`src/rtl/rtc_time_counter.sv`:
```
// 24-hour HH:MM:SS time-of-day counter with a 1 Hz prescaler and a SET mode.
// In SET mode the selected field can be stepped up or down with single-cycle pulses.
module rtc_time_counter #(
  parameter int unsigned DIV = 100000000
) (
  input  logic       clk,
  input  logic       reset,
  input  logic       set_mode,
  input  logic [1:0] set_sel,
  input  logic       inc,
  input  logic       dec,
  output logic [5:0] seconds,
  output logic [5:0] minutes,
  output logic [5:0] hours,
  output logic       sec_tick,
  output logic       day_wrap,
  output logic       editing
);

  localparam int unsigned CW = (DIV > 1) ? $clog2(DIV) : 1;
  localparam logic [CW-1:0] PMAX = CW'(DIV - 1);

  typedef enum logic {
    ST_RUN = 1'b0,
    ST_SET = 1'b1
  } state_t;

  state_t        state_q, state_d;
  logic [CW-1:0] presc_q, presc_d;
  logic [5:0]    sec_q, sec_d;
  logic [5:0]    min_q, min_d;
  logic [5:0]    hr_q, hr_d;
  logic          tick_q, tick_d;
  logic          wrap_q, wrap_d;

  // Out-of-range values (e.g. after X-injection) collapse to 0 on their next update.
  function automatic logic [5:0] step_up(input logic [5:0] v, input logic [5:0] max);
    return (v >= max) ? 6'd0 : v + 6'd1;
  endfunction

  function automatic logic [5:0] step_down(input logic [5:0] v, input logic [5:0] max);
    if (v > max)
      return 6'd0;
    else if (v == 6'd0)
      return max;
    else
      return v - 6'd1;
  endfunction

  always_comb begin
    state_d = set_mode ? ST_SET : ST_RUN;
    presc_d = presc_q;
    sec_d   = sec_q;
    min_d   = min_q;
    hr_d    = hr_q;
    tick_d  = 1'b0;
    wrap_d  = 1'b0;
    if (state_q == ST_RUN) begin
      if (presc_q >= PMAX) begin
        presc_d = '0;
        tick_d  = 1'b1;
        sec_d   = step_up(sec_q, 6'd59);
        if (sec_q == 6'd59) begin
          min_d = step_up(min_q, 6'd59);
          if (min_q == 6'd59) begin
            hr_d = step_up(hr_q, 6'd23);
            wrap_d = (hr_q == 6'd23);
          end
        end
      end else begin
        presc_d = presc_q + CW'(1);
      end
    end else begin
      // A pulse arriving on the same edge set_mode drops is ignored.
      presc_d = '0;
      if (set_mode && (inc ^ dec)) begin
        case (set_sel)
          2'd0:    sec_d = inc ? step_up(sec_q, 6'd59) : step_down(sec_q, 6'd59);
          2'd1:    min_d = inc ? step_up(min_q, 6'd59) : step_down(min_q, 6'd59);
          2'd2:    hr_d  = inc ? step_up(hr_q, 6'd23)  : step_down(hr_q, 6'd23);
          default: ;
        endcase
      end
    end
  end

  always_ff @(posedge clk or posedge reset) begin
    if (reset) begin
      state_q <= ST_RUN;
      presc_q <= '0;
      sec_q   <= '0;
      min_q   <= '0;
      hr_q    <= '0;
      tick_q  <= 1'b0;
      wrap_q  <= 1'b0;
    end else begin
      state_q <= state_d;
      presc_q <= presc_d;
      sec_q   <= sec_d;
      min_q   <= min_d;
      hr_q    <= hr_d;
      tick_q  <= tick_d;
      wrap_q  <= wrap_d;
    end
  end

  assign seconds  = sec_q;
  assign minutes  = min_q;
  assign hours    = hr_q;
  assign sec_tick = tick_q;
  assign day_wrap = wrap_q;
  assign editing  = (state_q == ST_SET);

endmodule

```
`config.mk`:
```
export PLATFORM = sky130hd
export DESIGN_NAME = rtc_time_counter
export DESIGN_NICKNAME = d
export VERILOG_FILES = /design/src/rtl/rtc_time_counter.sv
export SDC_FILE = /design/constraint.sdc
export NUM_CORES = 1
export LEC_CHECK = 0
export CORE_UTILIZATION = 45
export DETAILED_ROUTE_END_ITERATION = 16
export DONT_BUFFER_PORTS = 1
export HOLD_SLACK_MARGIN = 0.12
export PLACE_DENSITY = 0.69
export SKIP_LAST_GASP = 1
export SYNTH_ARGS = -nofsm -noshare
export SYNTH_HDL_FRONTEND = slang
export SYNTH_SLANG_ARGS = --single-unit
export TNS_END_PERCENT = 1
```
`constraint.sdc`:
```
create_clock -name clk -period 4.4 [get_ports clk]
set_input_delay 0.44 -clock clk [delete_from_list [all_inputs] [get_ports clk]]
set_output_delay 0.44 -clock clk [all_outputs]
set_load 0.01 [all_outputs]
```
==> reports/metrics.csv <==
metric;value;unit
Req. time, crit path;4.59;ns
final net count;371;
Yosys reg bits;48;
Worst-path clk slew;0.09;ns
Synth area leaders;dfrtp_1, nor2_1, xor2_1;
share of layout cells above drive strength 1;7.89;%
largest net degree at the start of global routing;49;
setup TNS;0;ns
Main synth FF type;dfrtp_1;
first-pass GRT wire length;11800;um
Netlist cell types;62;
critical path peak fanout;21;
Setup CP Type;flop to flop;
die area;7270;sq um
crit-path cells;nor2b_1 > buf_4 > a21oi_1 > o31ai_1 > nand2_1 > a221o_1 > mux2_2;
DR iter-0 viols;150;
Hold WC Path Type;primary input to flop;
met1 WL;3150;um
# setup viols final;0;
Port-buffer cells;0;
hold violation total from the final report;0;
fin crit share;49.9;%
Async SR Flop Fraction;100;%
largest area contributor in the netlist;dfrtp_1;
Antenna Cells;0;
Num CTS Buffers;5;
met3 wire length;315;um
Yosys warnings;0;
CP peak stage delay;0.59;ns
Power Density;414;nW/um^2
CTS tree;built;
Worst-Skew Late Latency;0.30;ns
Initial Utilization;47.8;%
register area share after synthesis;38.5;%
wire per inst;16.0;um
die width;85.3;um
Tightest Pin Transition;1.00;ns
clock sink count;48;
syn nets;377;
Clock Skews;0.00787;ns
H-Tree Depth;2;
status;complete, no violations;
Top Metal Used;met4;
min Tclk post-route;2.20;ns
slowest CP cell;dfrtp_1;
Post CTS Setup Buffer Count;0;
gr usage total;20.0;%
drc violations;0;
hold_buf cts;0;
Max-Cap Viols;0;
cts repair resizes;0;
Routed WL;6930;um
routed via count;2679;
Max Slew Vio Count;0;
post-layout util;50.1;%
CP Capture Type;flop;
die height;85.3;um
Detail Route Antenna Nets;0;
syn avg cell area;8.67;sq um
CP startpoint kind;flop;
Clock Path Buffers;2;
Root Buffer;clkbuf_8;
vias per inst;6.20;
Max Fclk;455;MHz
EDFF count, synth;0;
RSZ-0062 raised after global routing;false;
Synth top area share;38.5;%
FP Rows;29;
Cell Area, Synth;3120;sq um
Peak VDD IR;0.000236;V
Leakage;1.40;nW
DRT Pass-1 Iters;4;
GR Overflow Total;0;
GPL Wtd Cong;0.859;
core area;6530;sq um
Syn Inst Count;360;
routed wl met2;3400;um
number of antenna violations at the first check in global routing;0;
vias in the first global route;2490;
Slew HR;33.0;%
synth-to-layout area growth;4.81;%
crit path DAT;2.39;ns
DP HPWL;4870;um
num ports;28;
## power breakdown
group / leakage (nW) / switching, mW / internal [mW]
logic: 0.710 / 0.209 / 0.168
clock network: 0.0541 / 0.155 / 0.168
registers: 0.633 / 0.160 / 0.491
## through the flow
stage	total power [mW]	hold WS, ns	cells	setup slack [ns]	area, sq um
6_report	1.35	0.163	432	2.20	3270
3_3_place_gp	1.02	0.472	424	2.28	3160
4_1_cts	1.35	0.156	432	2.20	3270
5_1_grt	1.45	0.146	432	2.00	3270
3_5_place_dp	1.03	0.472	424	2.22	3160
2_1_floorplan	0.943	0.471	360	2.42	3120
## cell usage after synthesis, drive strengths merged (2+ instances only)
| master | number |
|---|---|
| a211oi | 2 |
| a21o | 4 |
| a21oi | 21 |
| a22o | 2 |
| a22oi | 2 |
| a2bb2oi | 2 |
| a31oi | 6 |
| and2 | 3 |
| and3 | 7 |
| and4 | 5 |
| buf | 5 |
| clkbuf | 9 |
| dfrtp | 48 |
| ha | 10 |
| inv | 12 |
| mux2 | 3 |
| mux2i | 2 |
| nand2 | 35 |
| nand2b | 5 |
| nand3 | 19 |
| nand3b | 4 |
| nand4 | 13 |
| nand4b | 2 |
| nor2 | 46 |
| nor2b | 4 |
| nor3 | 8 |
| nor4 | 3 |
| o211ai | 2 |
| o21ai | 17 |
| o22ai | 4 |
| o2bb2ai | 4 |
| o31ai | 8 |
| or2 | 3 |
| or3 | 3 |
| xnor2 | 7 |
| xor2 | 17 |
## worst max-delay path: cells and delay by family, from the launching register on
family                 cells  cell delay (ns)
multiplexers               1             0.26
flip-flops                 1             0.59
buffers and inverters      1             0.28
AO/OA/AOI/OAI              3             0.60
AND/OR/NAND/NOR            2             0.35
## registers in the layout, indices dropped and copies added (netlist names)
| name | cells |
|---|---|
| presc_q | 27 |
| day_wrap | 1 |
| editing | 1 |
| hours | 6 |
| sec_tick | 1 |
| minutes | 6 |
| seconds | 6 |
## path summary, 6_finish.rpt
path	from	to	slack, ns	depth (start not counted)
max reg2reg	editing	minutes[3]	2.20	7
max in group asynchronous	reset	hours[1]	3.53	1
max	editing	minutes[3]	2.20	7
min in group asynchronous	reset	presc_q[22]	0.25	1
min reg2reg	presc_q[0]	presc_q[0]	0.52	1
min	set_mode	editing	0.16	0
## logic make-up after synthesis
kind of cell | synth area share (%)
buf+inv | 3.53
fa+ha+maj | 4.01
flops | 38.5
compound gates | 18.2
mux | 1.72
xor+xnor | 6.74
simple gates | 27.3
## final cells by class
| class | instances | area, sq um |
|---|---|---|
| fill | 627 | 3260 |
| tap | 77 | 96.3 |
| sequential | 48 | 1200 |
| inverter | 12 | 45.0 |
| clock buffer | 5 | 68.8 |
| clock inverter | 3 | 42.5 |
| timing repair buffer | 1 | 7.51 |
| multi-input combinational | 286 | 1810 |
## cells in the final DEF, fill, tap and decap left out, types with 2 or more instances in the layout
cell       instances
dfrtp_1           48
nor2_1            44
nand2_1           34
nand3_1           19
a21oi_1           18
xor2_1            17
o21ai_0           14
nand4_1           12
inv_1             11
ha_1              10
nor3_1             8
o31ai_1            8
and3_1             7
xnor2_1            7
a31oi_1            6
nand2b_1           5
clkbuf_8           5
and4_1             4
nor2b_1            4
o22ai_1            4
o2bb2ai_1          4
nand3b_1           4
a21oi_2            3
and2_1             3
or3_1              3
o21ai_1            3
nor4_1             3
a21o_1             3
mux2_2             3
nor2_4             2
mux2i_1            2
a2bb2oi_1          2
nand4b_1           2
a22o_1             2
or2_2              2
o211ai_1           2
## metal layers
layer	GRT usage (%)	vias up
li1	-	1292
met1	27.7	1320
met2	32.6	63
met3	3.70	4
met4	4.39	0
met5	0	-
No activity file was read; power rests on OpenSTA's default activity.
